`config.mk`:
```
export PLATFORM = sky130hd
export DESIGN_NAME = power_off_ctrl
export DESIGN_NICKNAME = d
export VERILOG_FILES = /design/src/rtl/power_off_ctrl.sv
export SDC_FILE = /design/constraint.sdc
export NUM_CORES = 1
export LEC_CHECK = 0
export ABC_AREA = 1
export BUFFER_PORTS_ARGS = -buffer_cell sky130_fd_sc_hd__buf_2
export CORE_ASPECT_RATIO = 2
export CORE_MARGIN = 5
export CORE_UTILIZATION = 65
export CTS_CLUSTER_DIAMETER = 100
export DETAILED_ROUTE_END_ITERATION = 8
export PLACE_DENSITY = 0.92
export RECOVER_POWER = 25
export SYNTH_ARGS = -nofsm -noshare
export SYNTH_HDL_FRONTEND = slang
export SYNTH_SLANG_ARGS = --single-unit
```
`constraint.sdc`:
```
create_clock -name clk -period 4.46 [get_ports clk]
set_input_delay 0.446 -clock clk [delete_from_list [all_inputs] [get_ports clk]]
set_output_delay 0.446 -clock clk [all_outputs]
set_load 0.005 [all_outputs]
```
`src/rtl/power_off_ctrl.sv`:
```
// power_off_ctrl: shutdown-side companion of the long-press power-on controller.
// While the car runs it watches for a debounced long press of the power button
// or a period of user inactivity, and requests the power latch to drop.
//
// state      | meaning
// -----------+-----------------------------------------------------------
// OFF (00)   | car not running; counters cleared, waiting for power_on
// ON (01)    | car running; idle timer counting, waiting for an armed press
// HOLDING(10)| button held; hold timer counting towards power-off
// SHUTDOWN(11)| shutdown requested; shut_req held until power_on drops

module power_off_ctrl #(
    parameter int CLK_FREQ    = 100_000_000,
    parameter int DEBOUNCE_MS = 20,
    parameter int HOLD_MS     = 1000,
    parameter int IDLE_MS     = 10000
) (
    input  logic       clk,
    input  logic       rst,
    input  logic       power_on,
    input  logic       btn_off,
    input  logic       activity,
    output logic       power_off,
    output logic       shut_req,
    output logic [1:0] cause,
    output logic [1:0] state
);

    localparam int DIV_N  = CLK_FREQ / 1000;
    localparam int DIV_W  = $clog2(DIV_N + 1);
    localparam int DB_W   = $clog2(DEBOUNCE_MS + 1);
    localparam int HOLD_W = $clog2(HOLD_MS + 1);
    localparam int IDLE_W = $clog2(IDLE_MS + 1);

    localparam logic [DIV_W-1:0]  DIV_LAST  = DIV_W'(DIV_N - 1);
    localparam logic [DB_W-1:0]   DB_LAST   = DB_W'(DEBOUNCE_MS - 1);
    localparam logic [HOLD_W-1:0] HOLD_LAST = HOLD_W'(HOLD_MS - 1);
    localparam logic [IDLE_W-1:0] IDLE_LAST = IDLE_W'(IDLE_MS - 1);
    localparam logic [IDLE_W-1:0] IDLE_MAX  = IDLE_W'(IDLE_MS);

    localparam logic [1:0] CAUSE_NONE  = 2'b00;
    localparam logic [1:0] CAUSE_PRESS = 2'b01;
    localparam logic [1:0] CAUSE_IDLE  = 2'b10;

    typedef enum logic [1:0] {
        ST_OFF      = 2'b00,
        ST_ON       = 2'b01,
        ST_HOLDING  = 2'b10,
        ST_SHUTDOWN = 2'b11
    } state_t;

    state_t              st;
    logic [DIV_W-1:0]    div_cnt;
    logic                ms_tick;
    logic                btn_s1;
    logic                btn_s2;
    logic [DB_W-1:0]     db_cnt;
    logic                btn_db;
    logic [HOLD_W-1:0]   hold_cnt;
    logic [IDLE_W-1:0]   idle_cnt;
    logic                armed;

    assign ms_tick = (div_cnt == DIV_LAST);
    assign state   = st;

    // Free-running millisecond divider, active in every state.
    always_ff @(posedge clk) begin
        if (rst) begin
            div_cnt <= '0;
        end else if (ms_tick) begin
            div_cnt <= '0;
        end else begin
            div_cnt <= div_cnt + 1'b1;
        end
    end

    // Two-flop synchroniser for the raw button.
    always_ff @(posedge clk) begin
        if (rst) begin
            btn_s1 <= 1'b0;
            btn_s2 <= 1'b0;
        end else begin
            btn_s1 <= btn_off;
            btn_s2 <= btn_s1;
        end
    end

    // Debouncer: accept the new level after DEBOUNCE_MS consecutive ticks of disagreement.
    always_ff @(posedge clk) begin
        if (rst) begin
            db_cnt <= '0;
            btn_db <= 1'b0;
        end else if (btn_s2 == btn_db) begin
            db_cnt <= '0;
        end else if (ms_tick) begin
            if (db_cnt == DB_LAST) begin
                btn_db <= btn_s2;
                db_cnt <= '0;
            end else begin
                db_cnt <= db_cnt + 1'b1;
            end
        end
    end

    // Power-off FSM with hold/idle timers and registered outputs.
    always_ff @(posedge clk) begin
        if (rst) begin
            st        <= ST_OFF;
            hold_cnt  <= '0;
            idle_cnt  <= '0;
            armed     <= 1'b0;
            power_off <= 1'b0;
            shut_req  <= 1'b0;
            cause     <= CAUSE_NONE;
        end else begin
            power_off <= 1'b0;
            case (st)
                ST_OFF: begin
                    hold_cnt <= '0;
                    idle_cnt <= '0;
                    armed    <= 1'b0;
                    shut_req <= 1'b0;
                    cause    <= CAUSE_NONE;
                    if (power_on) begin
                        st <= ST_ON;
                    end
                end
                ST_ON: begin
                    if (!power_on) begin
                        st <= ST_OFF;
                    end else begin
                        // The press that woke the car must be released before it counts.
                        if (!btn_db) begin
                            armed <= 1'b1;
                        end
                        if (btn_db && armed) begin
                            st       <= ST_HOLDING;
                            hold_cnt <= '0;
                            idle_cnt <= '0;
                        end else if (activity) begin
                            idle_cnt <= '0;
                        end else if (ms_tick) begin
                            if (idle_cnt == IDLE_LAST) begin
                                st        <= ST_SHUTDOWN;
                                power_off <= 1'b1;
                                shut_req  <= 1'b1;
                                cause     <= CAUSE_IDLE;
                            end else if (idle_cnt != IDLE_MAX) begin
                                idle_cnt <= idle_cnt + 1'b1;
                            end
                        end
                    end
                end
                ST_HOLDING: begin
                    idle_cnt <= '0;
                    if (!power_on) begin
                        st <= ST_OFF;
                    end else if (!btn_db) begin
                        st       <= ST_ON;
                        hold_cnt <= '0;
                    end else if (ms_tick) begin
                        if (hold_cnt == HOLD_LAST) begin
                            st        <= ST_SHUTDOWN;
                            power_off <= 1'b1;
                            shut_req  <= 1'b1;
                            cause     <= CAUSE_PRESS;
                        end else begin
                            hold_cnt <= hold_cnt + 1'b1;
                        end
                    end
                end
                ST_SHUTDOWN: begin
                    shut_req <= 1'b1;
                    if (!power_on) begin
                        st       <= ST_OFF;
                        shut_req <= 1'b0;
                        cause    <= CAUSE_NONE;
                    end
                end
                default: begin
                    st <= ST_OFF;
                end
            endcase
        end
    end

endmodule
```
Word level (Yosys, flattened, before mapping)
Index checks and enable logic that the tools add are counted.
{"block": "word_totals", "register_bits": 56, "input_bits": 5, "out_inout_bits": 6}
{"block": "classes", "eq_ne": 32, "n_addsub": 4, "n_mux": 61, "n_reduce_logical": 15, "bitwise_logic": 1}
{"operator": "two-way mux 14 bit", "n": 6}
{"operator": "two-way mux 10 bit", "n": 6}
{"operator": "two-way mux 2 bit", "n": 20}
{"operator": "!= test 4 bit (second input constant)", "n": 8}
{"operator": "case mux 10 bit (3 select lines)", "n": 1}
{"operator": "case mux 14 bit (2 select lines)", "n": 1}
{"operator": "!= test 2 bit (second input constant)", "n": 13}
{"operator": "two-way mux 1 bit", "n": 21}
{"operator": "adder 17 x 1 -> 17 bit (second input constant)", "n": 1}
{"operator": "== test 17 bit (second input constant)", "n": 1}
{"operator": "case mux 2 bit (4 select lines)", "n": 2}
{"operator": "adder 14 x 1 -> 14 bit (second input constant)", "n": 1}
{"operator": "== test 14 bit (second input constant)", "n": 1}
{"operator": "!= test 14 bit (second input constant)", "n": 1}
{"operator": "adder 10 x 1 -> 10 bit (second input constant)", "n": 1}
{"operator": "== test 10 bit (second input constant)", "n": 1}
{"operator": "AND reduction 10 bit", "n": 1}
{"operator": "AND reduction 9 bit", "n": 1}
{"operator": "AND reduction 7 bit", "n": 1}
{"operator": "!= test 3 bit (second input constant)", "n": 2}
{"operator": "AND reduction 3 bit", "n": 2}
{"operator": "AND reduction 6 bit", "n": 1}
{"operator": "OR reduction 2 bit", "n": 3}
{"operator": "adder 5 x 1 -> 5 bit (second input constant)", "n": 1}
{"operator": "other kinds (13)", "n": 16}

Logic depth before layout (Yosys ltp)
Gate-level depths: netlist of the first run.
{"block": "logic_depth", "depth_word": 8, "depth_mapped": 13, "ltp_nobuf": 13}

Least setup slack after synthesis of the first run
No wires, ideal clock.
{"block": "synth_path", "path_type": "register to register", "startpoint": "register st[0], in the netlist state[0]", "endpoint": "register hold_cnt[9]", "stages_incl_launch_ff": 14, "t_arrival_ps": 1642, "setup_time_ps": 115, "path_buffers": 1, "path_slack_ps": 2703, "path_cell_list": "dfxtp_1 -> inv_1 -> ha_1 -> inv_2 -> nand2_1 -> nand2_1 -> o21ai_1 -> nor2_1 -> nand2_2 -> inv_4 -> nand2_4 -> buf_12 -> o21ai_2 -> a21oi_2"}
{"block": "synth_via", "elab_chain_cells": 3}
{"element": "start: declaration", "line_no": "52", "source": "state_t st;"}
{"element": "start signal: assignment", "line_no": "108", "source": "st <= ST_OFF;"}
{"element": "start signal: assignment", "line_no": "125", "source": "st <= ST_ON;"}
{"element": "start signal: assignment", "line_no": "130", "source": "st <= ST_OFF;"}
{"element": "== test 2 bit, or another cell as far along", "line_no": "117", "source": "case (st)"}
{"element": "!= test 3 bit (no source line), or another cell as far along"}
{"element": "AND reduction 6 bit (no source line)"}
{"element": "end signal: assignment", "line_no": "168", "source": "hold_cnt <= hold_cnt + 1'b1;"}
{"element": "end: declaration", "line_no": "59", "source": "logic [HOLD_W-1:0] hold_cnt;"}
Several ways; a longest one is shown, not always the timed one.
A chain may end at the register's enable or synchronous reset.

Worst setup path after layout of the first run
{"block": "layout_path", "startpoint": "register div_cnt[0]", "endpoint": "register idle_cnt[0]"}
{"block": "layout_via", "elab_chain_cells": 3}
{"element": "start: declaration", "line_no": "53", "source": "logic [DIV_W-1:0] div_cnt;"}
{"element": "start signal: assignment", "line_no": "73", "source": "div_cnt <= div_cnt + 1'b1;"}
{"element": "== test 17 bit", "line_no": "63", "source": "assign ms_tick = (div_cnt == DIV_LAST);"}
{"element": "!= test 4 bit (no source line)"}
{"element": "AND reduction 5 bit (no source line)"}
{"element": "end signal: assignment", "line_no": "149", "source": "idle_cnt <= idle_cnt + 1'b1;"}
{"element": "end: declaration", "line_no": "60", "source": "logic [IDLE_W-1:0] idle_cnt;"}
No other way between the ends.

==> results of run 1 <==
==> cell families (layout without fill, tap and decap cells) <==
group                      count (synthesis)  count (layout)
AOI/OAI and AO/OA                         60              60
and+or+nand+nor                          288             288
adders and majority gates                 10              10
xor gates and xnor gates                  12              12
DFF                                       56              56
buffers and inverters                     81              91
==> critical path: cells and delay by family (launching register included) <==
family	cells	cell delay, ns
simple gates	8	1.37
flops	1	0.37
fa+ha+maj	1	0.18
compound gates	1	0.10
==> routing by layer <==
| metal | vias up | wire length (um) |
|---|---|---|
| met2 | 101 | 4820 |
| met4 | 0 | 391 |
| met1 | 1503 | 2720 |
| met5 | - | 0 |
| li1 | 1655 | - |
| met3 | 34 | 315 |
==> final cells by class <==
class	instances	area [um2]	area share [%]
Multi-Input combinational cell	370	1900	54.1
Sequential cell	56	1120	31.9
Inverter	72	278	7.91
Clock buffer	6	72.6	2.07
Tap cell	58	72.6	2.07
Timing Repair Buffer	11	52.6	1.50
Clock inverter	2	16.3	0.463
==> registers in the layout (all words and copies together) (netlist names) <==
register,flops
power_off,1
shut_req,1
idle_cnt,14
db_cnt,5
btn_s1,1
btn_s2,1
cause,2
state,2
div_cnt,17
armed,1
hold_cnt,10
btn_db,1
==> worst max path at each step <==
| stage | to | slack, ns | cells past startpoint |
|---|---|---|---|
| after floorplan | hold_cnt[9] | 2.70 | 13 |
| after global placement | idle_cnt[1] | 2.54 | 10 |
| after detailed placement | idle_cnt[0] | 2.49 | 10 |
| after CTS | hold_cnt[3] | 2.40 | 12 |
| after global routing | idle_cnt[3] | 2.11 | 10 |
| final | idle_cnt[0] | 2.34 | 10 |
==> power groups by stage <==
stage | clock network, mW | logic (mW) | registers, mW
3_3_place_gp | 0 | 0.533 | 0.597
6_report | 0.280 | 0.561 | 0.588
5_1_grt | 0.305 | 0.642 | 0.593
2_1_floorplan | 0 | 0.482 | 0.585
4_1_cts | 0.286 | 0.555 | 0.587
3_5_place_dp | 0 | 0.546 | 0.598
==> layout by cell type (no fill, tap or decap), types with 2 or more instances in the layout <==
cell type / netlist / final
nand3_1: 58 / 58
clkbuf_1: 4 / 5
o21ai_0: 15 / 15
o21ai_1: 3 / 3
nor2_2: 6 / 5
xor2_1: 9 / 9
nor4_1: 3 / 3
or2_2: 3 / 3
buf_2: 1 / 6
dfxtp_1: 56 / 56
nor3b_1: 2 / 2
nand4_1: 16 / 16
a21oi_2: 7 / 7
inv_2: 4 / 4
inv_1: 66 / 66
ha_1: 10 / 10
o21ai_2: 4 / 4
nor2_1: 78 / 79
xnor2_1: 3 / 3
clkbuf_8: 0 / 5
a21oi_1: 29 / 29
nand2_4: 2 / 2
nand2_2: 7 / 7
clkinv_4: 1 / 2
nor3_1: 7 / 7
nand2_1: 98 / 98
==> results.json, run 1 <==
{
  "synth_cell_types": 39,
  "dp_slack_ns": 2.49,
  "insertion_delay_ns": 0.32,
  "worst_ep_required_time_ns": 4.67,
  "crit_chain": "ha_1 -> nand2_1 -> nor2_4 -> nand3_1 -> nor2_1 -> nand2_1 -> nand2_2 -> nand2_2 -> nand3_1 -> o21ai_0",
  "ys_top_cells_by_count": "nand2_1, nor2_1, inv_1",
  "fin_cells": 575,
  "finalPower_mw": 1.43,
  "grt_usage_pct": 27.3,
  "htreeDepth": 2,
  "switchingPower_mw": 0.593,
  "ys_async_sr_fraction_pct": 0,
  "p_int_mw": 0.835,
  "final_nets": 531,
  "use_met1_pct": 24.5,
  "drive_gt1_share_pct": 10.3,
  "clockBufferDepth": 2,
  "whs_path_depth": 3,
  "synth_compound_area_share_pct": 10.2,
  "fin_crit_ns": 2.12,
  "final_area_um2": 3510,
  "path_clk_slew_ns": 0.10,
  "place_area_um2": 3430,
  "reg2reg_from": "div_cnt[0]",
  "ff2ff_path_depth": 10,
  "finClkSkew_ns": 0.00406,
  "drt.antenna.violating_nets": 0,
  "synthTopCellsByArea": "dfxtp_1, nand2_1, nor2_1",
  "sw_frac_of_total_pct": 41.6,
  "hold_ws_ns": 0.327,
  "synthFlopType": "dfxtp_1",
  "dr.pass1.iters": 5,
  "synthesis.area_um2": 3370,
  "crit_path_max_fanout": 13,
  "arrival_ns": 2.32,
  "whs_endpoint": "btn_s1",
  "num_io_pins": 11,
  "yosysMostFrequentCell": "nand2_1",
  "fmax_mhz": 472,
  "antenna_found_initial": 0,
  "drc": 0,
  "core-area_um2": 5090,
  "combPwrFrac_pct": 39.3,
  "synth_area_leader_cell": "dfxtp_1",
  "met3_usage_pct": 5.34,
  "fin_tns_setup_ns": 0,
  "synthCells": 507,
  "root_buffer": "clkbuf_8",
  "io_buffers": 10,
  "via_per_inst": 5.73,
  "vias": 3293,
  "synth.top_cell.area_share_pct": 33.2,
  "synth-xor-area-share_pct": 3.12,
  "cts_hold_buf": 0,
  "worstMarginPinSlew_ns": 0.810,
  "cts_setup_buffers": 0,
  "critPathSlowestCell": "dfxtp_1",
  "path_class": "reg -> reg",
  "grt_pass1_vias": 3320,
  "drt-wirelength-per-cell_um": 14.3,
  "syn2layout_area_growth_pct": 4.19,
  "rsz0062_at_grt": "false",
  "r2r-end": "idle_cnt[0]",
  "globalRouteMet2Util_pct": 52.2,
  "final_hold_viol_count": 0,
  "crit_start": "div_cnt[0]",
  "slew_headroom_pct": 46.0,
  "ctsResizeCount": 0,
  "crit_path_start_kind": "flop",
  "setup_violations": 0,
  "post-route-util_pct": 69.0,
  "avgSynthCellArea_um2": 6.65,
  "die_area_um2": 6820,
  "dp_hpwl_mm": 6.36,
  "cts_tree": "yes",
  "cpPeakStageDelay_ns": 0.37,
  "slew_violations": 0,
  "clkPwrFrac_pct": 19.6,
  "cts_buffers": 5,
  "drt_first_iter_violations": 196,
  "p_leak_nw": 1.41,
  "synthSimpleGateAreaFrac_pct": 39.4,
  "pwr-share-seq_pct": 41.1,
  "ys_seq_area_share_pct": 33.2,
  "status": "finished, final reports clean",
  "fillerInstances": 449,
  "routed_wl_mm": 8.25,
  "rows": 37,
  "ys_warn_count": 0,
  "start_util_pct": 66.2,
  "gp_congestion": 0.989,
  "dieHeight_um": 112,
  "dp.cells": 567,
  "die-width_um": 60.9,
  "ff2ff_setup_slack_ns": 2.34,
  "synth_fa_ha_area_share_pct": 3.71,
  "syn-num-nets": 522,
  "overflow": 0,
  "synth_top_family_by_area": "simple AND/OR/NAND/NOR gates",
  "drv_cap": 0,
  "hp-class": "in -> reg",
  "critPathCaptureType": "flop",
  "grt_pass1_wl_mm": 14.4,
  "grt_max_degree": 25,
  "hold_start": "btn_off",
  "pwr_density_cell_nw_per_um2": 407,
  "vdd_drop_max_v": 0.000285,
  "layout_setup_ws_ns": 2.34,
  "diodes": 0,
  "fin_crit_sh_pct": 47.5,
  "grt-busiest-layer": "met2",
  "cts.sinks": 56,
  "synthMuxAreaShare_pct": 0,
  "postSynthRegisterBits": 56,
  "synth-edff-count": 0
}
No activity file was read; power rests on OpenSTA's default activity.
==> run 2: changes to the inputs <==
CORE_UTILIZATION = 56   (was 65)
PLACE_DENSITY = 0.85   (was 0.92)
clock period = 1.93 ns   (was 4.46 ns; I/O delays follow)
==> run 2 against run 1 <==
Compared with the run above: register-to-register slack got worse by 2.2 ns; clock skew rose by 0.0010 ns; critical path type unchanged; largest power group is now combinational logic; total power rose to 2.6 times the previous value; final cell count rose by 2.3%.
==> results.json, run 2 (synthesis results as in run 1) <==
{
  "status": "finished, final reports clean",
  "via_per_inst": 5.61,
  "antenna_found_initial": 0,
  "overflow": 0,
  "crit_top_cell": "nand2_1",
  "crit_chain": "inv_1 -> ha_2 -> inv_2 -> nand2_1 -> nand2_1 -> o21ai_1 -> nor2_1 -> nand2_2 -> clkinv_4 -> nand2_8 -> or2_0 -> a21oi_2",
  "grt-busiest-layer": "met2",
  "largest_reg_flops": 17,
  "dp_hpwl_mm": 6.16,
  "worst_ep_required_time_ns": 2.17,
  "place_area_um2": 3500,
  "final_cell_mix": "nand2_1, nor2_1, inv_1",
  "final_hold_viol_count": 0,
  "critPathCaptureType": "flop",
  "die_area_um2": 7770,
  "pwr_density_cell_nw_per_um2": 997,
  "dp.cells": 580,
  "rsz0062_at_grt": "true",
  "largest_register": "div_cnt",
  "path_class": "reg -> reg",
  "cpPeakStageDelay_ns": 0.38,
  "insertion_delay_ns": 0.30,
  "syn2layout_area_growth_pct": 9.17,
  "fin_tns_setup_ns": 0,
  "dr.pass1.iters": 5,
  "drt.antenna.violating_nets": 0,
  "path_clk_slew_ns": 0.07,
  "grt_pass1_wl_mm": 14.2,
  "drv_cap": 0,
  "path_buf_inv": 3,
  "drt-wirelength-per-cell_um": 13.6,
  "cts_buffers": 5,
  "dieHeight_um": 120,
  "hp-class": "in -> reg",
  "layout_commonest_cell": "nand2_1",
  "finClkSkew_ns": 0.00506,
  "core-area_um2": 5960,
  "p_int_mw": 2.22,
  "fin_crit_ns": 1.81,
  "finalPower_mw": 3.67,
  "fin_cells": 588,
  "grt_pass1_vias": 3350,
  "grt_usage_pct": 23.0,
  "diodes": 0,
  "htreeDepth": 2,
  "die-width_um": 64.9,
  "crit_path_start_kind": "flop",
  "cts_tree": "yes",
  "drive_gt1_share_pct": 14.1,
  "slew_headroom_pct": 63.4,
  "final_nets": 540,
  "met3_usage_pct": 3.75,
  "globalRouteMet2Util_pct": 44.6,
  "routed_wl_mm": 8.03,
  "reg_top3": "div_cnt: 17 flops, idle_cnt: 14 flops, hold_cnt: 10 flops",
  "clkPwrFrac_pct": 24.0,
  "io_buffers": 10,
  "fmax_mhz": 552,
  "hold_ws_ns": 0.0956,
  "setup_violations": 0,
  "gp_congestion": 0.988,
  "sw_frac_of_total_pct": 39.4,
  "fillerInstances": 523,
  "clockBufferDepth": 2,
  "worstMarginPinSlew_ns": 0.549,
  "pwr-share-seq_pct": 37.3,
  "arrival_ns": 2.05,
  "fin_crit_sh_pct": 93.8,
  "combPwrFrac_pct": 38.6,
  "final_area_um2": 3680,
  "drc": 0,
  "start_util_pct": 56.6,
  "use_met1_pct": 20.8,
  "drt_first_iter_violations": 250,
  "vias": 3298,
  "switchingPower_mw": 1.45,
  "cts.sinks": 56,
  "p_leak_nw": 1.49,
  "num_io_pins": 11,
  "critPathSlowestCell": "dfxtp_2",
  "slew_violations": 0,
  "rows": 40,
  "critPathTopFamily": "simple AND/OR/NAND/NOR gates",
  "vdd_drop_max_v": 0.000757,
  "root_buffer": "clkbuf_16",
  "grt_max_degree": 16,
  "crit_path_max_fanout": 12
}
run 2: changes by cell type in the layout (fill, tap and decap cells not counted), sizes merged:
cell,previous run,this run
buf,7,18
clkbuf,10,8
clkinv,2,3
clkinvlp,1,0
inv,71,70
run 2: through the flow:
stage	utilization (%)	setup WS, ns
CTS	61.0	0.0270
floorplan	-	0.173
global route	61.8	-0.0287
global placement	58.7	0.0951
finish	61.8	0.119
detailed placement	58.7	0.0327
run 2: timing repair:
| item | 4_1_cts | 5_1_grt |
|---|---|---|
| resized for setup | 1 | 18 |
| cloned | 0 | 0 |
| endpoints found under the hold margin | 0 | 0 |
| hold buffers | 0 | 0 |
| endpoints found under the setup margin | 1 | 22 |
| pin swaps | 0 | 2 |
| setup buffers | 0 | 1 |
run 2: worst paths after layout:
kind / start / end / slack [ns] / cells past startpoint
setup / recovery: state[0] / hold_cnt[3] / 0.12 / 12
hold reg to reg: btn_s1 / btn_s2 / 0.41 / 2
hold / removal: btn_off / btn_s1 / 0.1 / 3
setup reg to reg: state[0] / hold_cnt[3] / 0.12 / 12
run 2: worst min-delay path: cells and delay by family:
kind,cells,cell delay (ns)
buf+inv,2,0.10
simple gates,1,0.06
run 2: layout make-up:
class / instances / area, um2 / area share [%]
multi-input combinational: 370 / 1940 / 52.7
sequential: 56 / 1120 / 30.5
inverter: 72 / 280 / 7.61
clock buffer: 6 / 129 / 3.50
timing repair buffer: 20 / 124 / 3.37
tap: 63 / 78.8 / 2.14
clock inverter: 1 / 5.00 / 0.136
run 2: power by group through the flow:
stage                     clock, mW  combinational, mW  sequential (mW)
after floorplan                   0               1.11             1.35
after global placement            0               1.30             1.38
after detailed placement          0               1.33             1.39
after CTS                     0.890               1.35             1.36
after global routing          0.944               1.60             1.38
final                         0.882               1.42             1.37
run 2: layer usage:
layer  part of all wire, %  vias to the layer above
li1                      -                     1678
met1                    34                     1494
met2                    57                       87
met3                   3.3                       39
met4                   5.6                        0
met5                     0                        -
